[config.mk]
export PLATFORM = sky130hd
export DESIGN_NAME = instr_fetch
export DESIGN_NICKNAME = d
export VERILOG_FILES = /design/src/rtl/fetch_pkg.sv /design/src/rtl/fetch_predecode.sv /design/src/rtl/instr_fetch.sv
export SDC_FILE = /design/constraint.sdc
export NUM_CORES = 1
export LEC_CHECK = 0
export ABC_AREA = 1
export CAP_MARGIN = 20
export CORE_MARGIN = 5
export CORE_UTILIZATION = 47
export CTS_BUF_LIST = sky130_fd_sc_hd__clkbuf_2
export DETAILED_ROUTE_END_ITERATION = 10
export HOLD_SLACK_MARGIN = 0.03
export PLACE_DENSITY = 0.85
export SYNTH_ARGS = -nofsm -noshare
export SYNTH_HDL_FRONTEND = slang
export SYNTH_HIERARCHICAL = 1
export SYNTH_SLANG_ARGS = --single-unit
[constraint.sdc]
create_clock -name clk -period 2.2 [get_ports clk]
set_clock_uncertainty 0.2 [all_clocks]
set_input_delay 0.33 -clock clk [delete_from_list [all_inputs] [get_ports clk]]
set_output_delay 0.33 -clock clk [all_outputs]
set_load 0.02 [all_outputs]
[src/rtl/fetch_pkg.sv]
// Shared types and constants for the instruction fetch stage.
// Optional JMP predecode is selected by the FETCH_JMP_PREDECODE_EN macro.
package fetch_pkg;

  localparam int PC_W  = 5;
  localparam int INS_W = 16;

  localparam logic [3:0] OP_JMP = 4'b1111;
  localparam logic [3:0] OP_BNE = 4'b1110;

  // RUN fetches sequentially; HALT parks fetch on a self-jump until reset.
  typedef enum logic {
    ST_RUN  = 1'b0,
    ST_HALT = 1'b1
  } fetch_state_e;

endpackage

[src/rtl/fetch_predecode.sv]
// Combinational JMP detector: flags opcode JMP and extracts its absolute target.
module fetch_predecode
  import fetch_pkg::*;
(
  input  logic [3:0]      opcode_i,
  input  logic [PC_W-1:0] target_field_i,
  output logic            is_jmp_o,
  output logic [PC_W-1:0] jmp_target_o
);

  // Opcode compare and target pass-through.
  always_comb begin
    is_jmp_o     = (opcode_i == OP_JMP);
    jmp_target_o = target_field_i;
  end

endmodule

[src/rtl/instr_fetch.sv]
// Instruction fetch stage: PC register, IF/ID pipeline register, fetch counter.
// Build option FETCH_JMP_PREDECODE_EN consumes JMPs in fetch and parks on a
// self-jump (HALT). Without it, JMPs flow to decode like any instruction.
//
// Flow control: stall is downstream back-pressure. A fetch is accepted into
// IF/ID only on a RUN cycle with stall=0 and branch_taken=0; otherwise the
// PC and IF/ID contents hold. branch_taken wins over stall and over a JMP.
module instr_fetch
  import fetch_pkg::*;
#(
  parameter logic [PC_W-1:0] RESET_PC = 5'd0
) (
  input  logic              clk,
  input  logic              reset,
  input  logic              stall,
  input  logic              branch_taken,
  input  logic [PC_W-1:0]   branch_target,
  output logic [PC_W-1:0]   imem_addr,
  input  logic [INS_W-1:0]  imem_ins,
  output logic [INS_W-1:0]  ifid_ins,
  output logic [PC_W-1:0]   ifid_pc,
  output logic              ifid_valid,
  output logic              halted,
  output logic [15:0]       fetch_count
);

  fetch_state_e       state_q, state_d;
  logic [PC_W-1:0]    pc_q, pc_d;
  logic [INS_W-1:0]   ifid_ins_q, ifid_ins_d;
  logic [PC_W-1:0]    ifid_pc_q, ifid_pc_d;
  logic               ifid_valid_q, ifid_valid_d;
  logic [15:0]        fetch_count_q, fetch_count_d;

`ifdef FETCH_JMP_PREDECODE_EN
  logic               is_jmp;
  logic [PC_W-1:0]    jmp_target;

  fetch_predecode u_predecode (
    .opcode_i       (imem_ins[15:12]),
    .target_field_i (imem_ins[PC_W-1:0]),
    .is_jmp_o       (is_jmp),
    .jmp_target_o   (jmp_target)
  );
`endif

  // State and pipeline registers with synchronous reset.
  always_ff @(posedge clk) begin
    if (reset) begin
      state_q       <= ST_RUN;
      pc_q          <= RESET_PC;
      ifid_ins_q    <= '0;
      ifid_pc_q     <= '0;
      ifid_valid_q  <= 1'b0;
      fetch_count_q <= '0;
    end else begin
      state_q       <= state_d;
      pc_q          <= pc_d;
      ifid_ins_q    <= ifid_ins_d;
      ifid_pc_q     <= ifid_pc_d;
      ifid_valid_q  <= ifid_valid_d;
      fetch_count_q <= fetch_count_d;
    end
  end

  // Next-state logic: redirect, hold on stall, JMP predecode, or sequential fetch.
  always_comb begin
    state_d       = state_q;
    pc_d          = pc_q;
    ifid_ins_d    = ifid_ins_q;
    ifid_pc_d     = ifid_pc_q;
    ifid_valid_d  = ifid_valid_q;
    fetch_count_d = fetch_count_q;

    case (state_q)
      ST_RUN: begin
        if (branch_taken) begin
          pc_d         = branch_target;
          ifid_valid_d = 1'b0;
        end else if (!stall) begin
`ifdef FETCH_JMP_PREDECODE_EN
          if (is_jmp) begin
            ifid_valid_d = 1'b0;
            if (jmp_target == pc_q) begin
              state_d = ST_HALT;
            end else begin
              pc_d = jmp_target;
            end
          end else begin
            ifid_ins_d   = imem_ins;
            ifid_pc_d    = pc_q;
            ifid_valid_d = 1'b1;
            pc_d         = pc_q + 1'b1;
            if (fetch_count_q != 16'hFFFF) fetch_count_d = fetch_count_q + 16'd1;
          end
`else
          ifid_ins_d   = imem_ins;
          ifid_pc_d    = pc_q;
          ifid_valid_d = 1'b1;
          pc_d         = pc_q + 1'b1;
          if (fetch_count_q != 16'hFFFF) fetch_count_d = fetch_count_q + 16'd1;
`endif
        end
      end
      ST_HALT: begin
        ifid_valid_d = 1'b0;
      end
      default: begin
        state_d = ST_RUN;
      end
    endcase
  end

  // Output mapping.
  always_comb begin
    imem_addr   = pc_q;
    ifid_ins    = ifid_ins_q;
    ifid_pc     = ifid_pc_q;
    ifid_valid  = ifid_valid_q;
    fetch_count = fetch_count_q;
`ifdef FETCH_JMP_PREDECODE_EN
    halted      = (state_q == ST_HALT);
`else
    halted      = 1'b0;
`endif
  end

endmodule

==> results.py, run 1 <==
metrics = {
    "run_status": {
        "run_status": "finished clean",
    },
    "sta": {
        "layout_min_cycle_time_ns": 2.07,
        "max_freq_mhz": 483,
        "setup-violations-final": 0,
        "period_share": 0.941,
        "slew_violations": 0,
        "fin_tns_setup_ns": 0,
        "hold_viol": 0,
        "rsz0062_at_grt": "no",
        "hold_slack_ns": 0.263,
    },
    "setup_path": {
        "r2r_cells": 6,
        "path_buf_inv": 1,
        "r2r_end": "fetch_count[13]",
        "cpPeakStageDelay_ns": 0.65,
        "critPathLaunch": "fetch_count[8]",
        "critPathArrivalTime_ns": 1.54,
        "cpLargestDelayFamily": "buffers and inverters",
        "crit_path_max_fanout": 6,
        "cp_cell_sequence": "clkdlybuf4s50_1",
        "worst_path_max_delay_cell": "clkdlybuf4s50_1",
        "worstPathRequired_ns": 1.67,
        "startpoint_type": "flop",
        "worstSetupPathType": "flop to output pin",
        "end_kind": "output pin",
        "reg2reg_setup_slack_ns": 0.51,
        "r2r_start": "fetch_count[0]",
    },
    "pwr": {
        "internal_power_mw": 1.13,
        "power-per-cell-area_nw_per_um2": 559,
        "p_comb_frac": 0.167,
        "cellLeakagePower_nw": 1.07,
        "ir_worst_vdd_mv": 0.424,
        "swShare": 0.271,
        "power.switching_mw": 0.419,
        "seqPwrFrac": 0.540,
        "clkPwrFrac": 0.293,
    },
    "yosys": {
        "yosysSeqAreaShare": 0.427,
        "ys_warn_count": 6,
        "ys_seq_elements": 43,
        "syn-cell-area_um2": 2020,
        "synth_nets": 309,
        "syn_inst": 282,
        "synth_cell_types": 28,
        "syn_avg_cell_area_um2": 7.15,
    },
    "global_route": {
        "grt_pass1_wl_um": 8040,
        "overflow": 0,
        "grt_pass1_vias": 1877,
        "track_usage": 0.180,
        "antenna_found_initial": 0,
        "grt_max_degree": 39,
    },
    "min_path": {
        "worstHoldStart": "imem_ins[3]",
        "holdPathEnd": "ifid_ins[3]",
        "hold_path_class": "input pin to flop",
        "hold_depth": 3,
    },
    "cts": {
        "htree_num_levels": 2,
        "post_cts_resized": 0,
        "hold_buffers": 0,
        "cts_buffers": 5,
        "cts.sinks": 43,
        "clkTransAtPathRegs_ns": 0.23,
        "clockRootBuffer": "clkbuf_2",
        "cts_buffer_depth": 2,
        "clock_latency_ns": 0.40,
        "post_cts_buffers": 0,
        "cts_tree": "done",
    },
    "final_layout": {
        "final_area_um2": 2770,
        "drive_gt1_frac": 0.0802,
        "synthToLayoutAreaGrowth_pct": 37.4,
        "num_antenna_cells": 0,
        "fin_nets": 375,
        "nFillCells": 364,
    },
    "drt": {
        "drtIter0Drc": 102,
        "drc": 0,
        "routed_via_density": 4.94,
        "wl_um": 4870,
        "vias": 1973,
        "wl_per_cell_um": 12.2,
        "dr.pass1.iters": 7,
        "ant_nets": 0,
    },
    "floorplan": {
        "die_h_um": 75.5,
        "start_util": 0.494,
        "num_rows": 23,
        "dieArea_um2": 5700,
        "die_w_um": 75.5,
        "core-area_um2": 4090,
        "ios": 69,
    },
    "run": {
        "drv_cap": 0,
    },
    "placed_design": {
        "numPortBuffers": 67,
        "dpl.hpwl_um": 3580,
        "dpl_cell_area_um2": 2710,
        "finalWeightedCongestion": 0.898,
    },
}
power by group through the flow:
stage | combinational, mW | sequential [mW] | clock, mW
final | 0.259 | 0.836 | 0.453
after global routing | 0.284 | 0.842 | 0.490
after CTS | 0.261 | 0.836 | 0.463
after detailed placement | 0.259 | 0.850 | 0
after global placement | 0.257 | 0.850 | 0
after floorplan | 0.0883 | 0.891 | 0
cell usage in the layout, fill, tap and decap left out:
master,count
nor2_1,79
clkdlybuf4s50_1,67
nand2_1,48
dfxtp_1,43
o21ai_0,26
inv_1,18
nand3_1,14
a21oi_1,12
nor2_4,6
clkbuf_2,5
a31oi_1,3
nand2_2,3
buf_4,3
nand3_2,2
nor2_2,2
nor3_1,2
ha_1,2
nor2_8,1
inv_2,1
nand4_4,1
nand3b_1,1
nand4_1,1
nor3b_1,1
o211ai_1,1
a21oi_2,1
a211oi_1,1
conb_1,1
bufinv_16,1
clkinv_2,1
clkinv_1,1
buf_12,1
area by class of cell:
cell class              count  area, µm²  share of cell area
multi-input cells         208       1000               0.361
flip-flops and latches     43        861               0.311
repair buffers             71        713               0.257
inverters                  19       71.3              0.0257
well taps                  50       62.6              0.0226
clock inverters             3       38.8              0.0140
clock buffers               5       25.0             0.00903
cells in the mapped netlist, drive strengths merged:
| cell | n | share of area |
|---|---|---|
| a211oi | 1 | 0.0037 |
| a21oi | 13 | 0.034 |
| a31oi | 3 | 0.0093 |
| buf | 9 | 0.037 |
| clkbuf | 3 | 0.0056 |
| conb | 1 | 0.0019 |
| dfxtp | 43 | 0.43 |
| ha | 2 | 0.012 |
| inv | 19 | 0.035 |
| nand2 | 51 | 0.099 |
| nand3 | 16 | 0.045 |
| nand3b | 1 | 0.0037 |
| nand4 | 2 | 0.014 |
| nor2 | 88 | 0.20 |
| nor3 | 2 | 0.0050 |
| nor3b | 1 | 0.0037 |
| o211ai | 1 | 0.0037 |
| o21ai | 26 | 0.065 |
flip-flops by register name (all words and copies together), names as in the netlist:
signal	cells
fetch_count	16
ifid_ins	16
ifid_pc	5
imem_addr	5
ifid_valid	1
logic make-up after synthesis:
kind of cell             count (synthesis)  synth area share
AO/OA/AOI/OAI                           44             0.115
adder cells (fa/ha/maj)                  2            0.0124
buffers and inverters                   31            0.0775
flip-flops                              43             0.427
other                                    1           0.00186
AND/OR/NAND/NOR                        161             0.366
worst max-delay path by stage:
stage / depth (start not counted) / endpoint / slack, ns
2_1_floorplan: 7 / fetch_count[6] / 0.51
3_3_place_gp: 7 / fetch_count[14] / 0.26
3_5_place_dp: 7 / fetch_count[4] / 0.23
4_1_cts: 1 / fetch_count[8] / 0.1
5_1_grt: 1 / fetch_count[8] / 0.03
6_report: 1 / fetch_count[8] / 0.13
metrics by stage:
step | power, mW | utilization | std cells | worst slack (ns)
2_1_floorplan | 0.979 | - | 282 | 0.513
3_3_place_gp | 1.11 | 0.663 | 391 | 0.264
3_5_place_dp | 1.11 | 0.663 | 391 | 0.229
4_1_cts | 1.56 | 0.678 | 399 | 0.0987
5_1_grt | 1.62 | 0.678 | 399 | 0.0291
6_report | 1.55 | 0.678 | 399 | 0.129
routing by layer:
metal	global-route usage	routed length, µm
met1	0.211	2080
met2	0.305	2260
met3	0.0818	496
met4	0.0350	33
met5	0	0
Power figures use the tool's default switching activity.
==> inputs of run 2 (changes only) <==
--- a/config.mk
+++ b/config.mk
@@ -13,6 +13,7 @@
 export DETAILED_ROUTE_END_ITERATION = 10
 export HOLD_SLACK_MARGIN = 0.03
 export PLACE_DENSITY = 0.85
+export REMOVE_ABC_BUFFERS = 1
 export SYNTH_ARGS = -nofsm -noshare
 export SYNTH_HDL_FRONTEND = slang
 export SYNTH_HIERARCHICAL = 1
==> results.py, run 2 (synthesis results as in run 1) <==
metrics = {
    "run_status": {
        "run_status": "finished clean",
    },
    "setup_path": {
        "cp_cell_sequence": "clkdlybuf4s50_1",
        "worstSetupPathType": "flop to output pin",
        "worst_path_max_delay_cell": "clkdlybuf4s50_1",
        "worstPathRequired_ns": 1.67,
        "reg2reg_setup_slack_ns": 0.48,
        "critPathArrivalTime_ns": 1.52,
        "cpLargestDelayFamily": "buffers and inverters",
        "cpPeakStageDelay_ns": 0.65,
        "path_buf_inv": 1,
        "end_kind": "output pin",
        "r2r_cells": 7,
        "crit_cells": 1,
        "startpoint_type": "flop",
        "r2r_start": "fetch_count[0]",
        "crit_path_max_fanout": 6,
        "r2r_end": "fetch_count[15]",
    },
    "final_layout": {
        "final_util": 0.680,
        "synthToLayoutAreaGrowth_pct": 37.8,
        "most-common-layout-cells": "nor2_1 (79), clkdlybuf4s50_1 (67), nand2_1 (48)",
        "instances_no_fill": 400,
        "multi_input_area_um2": 1000,
        "drive_gt1_frac": 0.0829,
        "num_antenna_cells": 0,
        "register_area_um2": 861,
        "fin_nets": 376,
        "final_common_cell": "nor2_1",
        "nFillCells": 355,
    },
    "run": {
        "drv_cap": 0,
    },
    "pwr": {
        "internal_power_mw": 1.13,
        "p_comb_frac": 0.171,
        "power-per-cell-area_nw_per_um2": 554,
        "ir_worst_vdd_mv": 0.496,
        "cellLeakagePower_nw": 1.07,
        "power.switching_mw": 0.408,
        "swShare": 0.265,
        "clkPwrFrac": 0.286,
        "seqPwrFrac": 0.543,
    },
    "drt": {
        "routed_via_density": 4.98,
        "ant_nets": 0,
        "wl_um": 4930,
        "drtIter0Drc": 107,
        "dr.pass1.iters": 4,
        "wl_per_cell_um": 12.3,
        "drc": 0,
        "vias": 1992,
    },
    "global_route": {
        "antenna_found_initial": 0,
        "grt_max_degree": 30,
        "grt_pass1_wl_um": 7950,
        "grt_pass1_vias": 1805,
        "track_usage": 0.179,
        "overflow": 0,
    },
    "sta": {
        "max_freq_mhz": 489,
        "fin_tns_setup_ns": 0,
        "layout_min_cycle_time_ns": 2.05,
        "rsz0062_at_grt": "no",
        "period_share": 0.930,
        "setup-violations-final": 0,
        "slew_violations": 0,
        "hold_viol": 0,
    },
    "cts": {
        "clkTransAtPathRegs_ns": 0.22,
        "hold_buffers": 0,
        "cts_tree": "done",
        "post_cts_buffers": 0,
        "htree_num_levels": 2,
        "cts_buffers": 5,
        "cts_buffer_depth": 2,
        "cts.sinks": 43,
        "clockRootBuffer": "clkbuf_2",
        "post_cts_resized": 0,
        "clock_latency_ns": 0.40,
    },
    "placed_design": {
        "place_inst": 392,
        "numPortBuffers": 67,
        "finalWeightedCongestion": 0.885,
        "dpl.hpwl_um": 3740,
    },
    "floorplan": {
        "dieArea_um2": 5700,
        "num_rows": 23,
        "ios": 69,
        "die_w_um": 75.5,
        "die_h_um": 75.5,
        "core-area_um2": 4090,
        "start_util": 0.494,
    },
    "min_path": {
        "hold_depth": 3,
        "worstHoldStart": "branch_target[3]",
        "hold_path_class": "input pin to flop",
        "holdPathEnd": "imem_addr[3]",
    },
}
[run 2: worst max-delay path by stage]
stage / slack (ns) / end / startpoint
final: 0.15 / fetch_count[8] / fetch_count[8]
after global routing: 0.04 / fetch_count[8] / fetch_count[8]
after CTS: 0.12 / fetch_count[13] / fetch_count[13]
after detailed placement: 0.07 / fetch_count[14] / stall
after global placement: 0.12 / fetch_count[14] / stall
after floorplan: 0.54 / fetch_count[14] / fetch_count[0]
[run 2: through the flow]
step	instance area, µm²	power, mW	worst slack (ns)	hold slack (ns)
6_report	2780	1.54	0.155	0.258
2_1_floorplan	1930	0.964	0.535	0.199
4_1_cts	2780	1.55	0.125	0.252
5_1_grt	2780	1.61	0.0395	0.231
3_3_place_gp	2720	1.11	0.122	0.282
3_5_place_dp	2720	1.11	0.0683	0.287
[run 2: area by class of cell]
class | instances | share of cell area
well taps | 50 | 0.0225
clock buffers | 5 | 0.00900
flip-flops and latches | 43 | 0.310
repair buffers | 72 | 0.259
multi-input cells | 208 | 0.360
inverters | 19 | 0.0257
clock inverters | 3 | 0.0140
[run 2: power groups by stage]
stage                     clock, mW  sequential, mW  combinational [mW]
after detailed placement          0           0.851               0.263
after floorplan                   0           0.891              0.0734
after CTS                     0.454           0.836               0.264
final                         0.441           0.836               0.262
after global placement            0           0.850               0.259
after global routing          0.485           0.841               0.284
[run 2: layer usage]
| metal | vias up | share of wire | GRT usage |
|---|---|---|---|
| met1 | 890 | 0.42 | 0.208 |
| met3 | 5 | 0.10 | 0.0792 |
| met5 | - | 0 | 0 |
| met4 | 0 | 0.0093 | 0.0447 |
| met2 | 67 | 0.46 | 0.304 |
| li1 | 1030 | - | - |
==> inputs of run 3 (changes only) <==
--- a/config.mk
+++ b/config.mk
@@ -14,6 +14,7 @@
 export HOLD_SLACK_MARGIN = 0.03
 export PLACE_DENSITY = 0.85
 export REMOVE_ABC_BUFFERS = 1
+export SETUP_SLACK_MARGIN = 0.1
 export SYNTH_ARGS = -nofsm -noshare
 export SYNTH_HDL_FRONTEND = slang
 export SYNTH_HIERARCHICAL = 1
==> results.py, run 3 (synthesis results as in run 1) <==
metrics = {
    "sta": {
        "max_freq_mhz": 495,
        "fin_tns_setup_ns": 0,
        "setup-violations-final": 0,
        "rsz0062_at_grt": "no",
        "layout_min_cycle_time_ns": 2.02,
        "hold_viol": 0,
        "hold_slack_ns": 0.260,
        "slew_violations": 0,
        "period_share": 0.919,
    },
    "cts": {
        "cts_tree": "done",
        "hold_buffers": 0,
        "cts_buffers": 5,
        "cts.sinks": 43,
        "clockRootBuffer": "clkbuf_2",
        "post_cts_buffers": 0,
        "cts_buffer_depth": 2,
        "clock_latency_ns": 0.40,
        "clkTransAtPathRegs_ns": 0.21,
        "htree_num_levels": 2,
    },
    "min_path": {
        "worstHoldStart": "branch_target[3]",
        "holdPathEnd": "imem_addr[3]",
        "hold_depth": 3,
        "hold_path_class": "input pin to flop",
    },
    "setup_path": {
        "worstPathRequired_ns": 1.67,
        "r2r_cells": 7,
        "r2r_start": "fetch_count[0]",
        "worst_path_max_delay_cell": "clkdlybuf4s50_1",
        "crit_path_max_fanout": 5,
        "cpPeakStageDelay_ns": 0.63,
        "worstSetupPathType": "flop to output pin",
        "path_buf_inv": 1,
        "startpoint_type": "flop",
        "cp_cell_sequence": "clkdlybuf4s50_1",
        "cpLargestDelayFamily": "buffers and inverters",
        "critPathArrivalTime_ns": 1.49,
        "r2r_end": "fetch_count[15]",
        "end_kind": "output pin",
        "reg2reg_setup_slack_ns": 0.48,
    },
    "pwr": {
        "power-per-cell-area_nw_per_um2": 552,
        "ir_worst_vdd_mv": 0.496,
        "clkPwrFrac": 0.287,
        "swShare": 0.266,
        "seqPwrFrac": 0.543,
        "p_comb_frac": 0.170,
        "power.switching_mw": 0.409,
        "cellLeakagePower_nw": 1.11,
        "internal_power_mw": 1.13,
    },
    "drt": {
        "drc": 0,
        "dr.pass1.iters": 4,
        "wl_per_cell_um": 12.3,
        "routed_via_density": 4.96,
        "drtIter0Drc": 92,
        "vias": 1982,
        "wl_um": 4930,
        "ant_nets": 0,
    },
    "final_layout": {
        "num_antenna_cells": 0,
        "fin_nets": 376,
        "drive_gt1_frac": 0.100,
        "final_util": 0.683,
        "final_common_cell": "nor2_1",
        "register_area_um2": 868,
        "multi_input_area_um2": 1000,
        "final_area_um2": 2790,
        "nFillCells": 349,
        "synthToLayoutAreaGrowth_pct": 38.4,
        "most-common-layout-cells": "nor2_1 (79), clkdlybuf4s50_1 (65), nand2_1 (48)",
        "instances_no_fill": 400,
    },
    "floorplan": {
        "die_w_um": 75.5,
        "ios": 69,
        "core-area_um2": 4090,
        "start_util": 0.494,
        "die_h_um": 75.5,
        "num_rows": 23,
        "dieArea_um2": 5700,
    },
    "global_route": {
        "grt_max_degree": 30,
        "antenna_found_initial": 0,
        "overflow": 0,
        "grt_pass1_wl_um": 7950,
        "track_usage": 0.179,
        "grt_pass1_vias": 1805,
    },
    "placed_design": {
        "finalWeightedCongestion": 0.885,
        "dpl_cell_area_um2": 2720,
        "dpl.hpwl_um": 3740,
        "place_inst": 392,
        "numPortBuffers": 67,
    },
    "run": {
        "drv_cap": 0,
    },
    "run_status": {
        "run_status": "finished clean",
    },
}
==> run 3: changes by cell type in the layout (fill, tap and decap cells not counted), sizes merged <==
cell | previous run | this run
clkdlybuf4s50 | 67 | 65
dlymetal6s2s | 0 | 2
==> run 3: per-layer routing <==
metal	routed length, µm	vias up	GRT usage
li1	-	1030	-
met1	2120	892	0.208
met2	2290	55	0.304
met3	478	5	0.0792
met4	46	0	0.0447
met5	0	-	0
==> run 3: layout make-up <==
type                            count  share of cell area
Tap cell                           50              0.0224
Clock inverter                      3              0.0139
Timing Repair Buffer               72               0.260
Clock buffer                        5             0.00896
Sequential cell                    43               0.311
Inverter                           19              0.0255
Multi-Input combinational cell    208               0.358
==> run 3: stage by stage <==
step / worst slack (ns) / power (mW)
finish: 0.178 / 1.54
detailed placement: 0.0683 / 1.11
global route: 0.106 / 1.61
global placement: 0.122 / 1.11
CTS: 0.125 / 1.55
floorplan: 0.535 / 0.964
==> run 3: what timing repair did <==
item                                    in CTS  in global routing
hold endpoints to repair                     0                  0
endpoints found under the setup margin       0                  8
resized for setup                            0                  8
==> run 3: how the worst max path moves through the flow <==
stage / start / endpoint / slack, ns / cells after the start
after floorplan: fetch_count[0] / fetch_count[14] / 0.54 / 9
after global placement: stall / fetch_count[14] / 0.12 / 7
after detailed placement: stall / fetch_count[14] / 0.07 / 8
after CTS: fetch_count[13] / fetch_count[13] / 0.12 / 1
after global routing: fetch_count[2] / fetch_count[2] / 0.11 / 1
final: fetch_count[3] / fetch_count[3] / 0.18 / 1
==> run 3: power by group through the flow <==
stage	Sequential, mW	Clock [mW]	Combinational [mW]
6_report	0.836	0.441	0.262
5_1_grt	0.841	0.485	0.284
2_1_floorplan	0.891	0	0.0734
3_5_place_dp	0.851	0	0.263
4_1_cts	0.836	0.454	0.264
3_3_place_gp	0.850	0	0.259
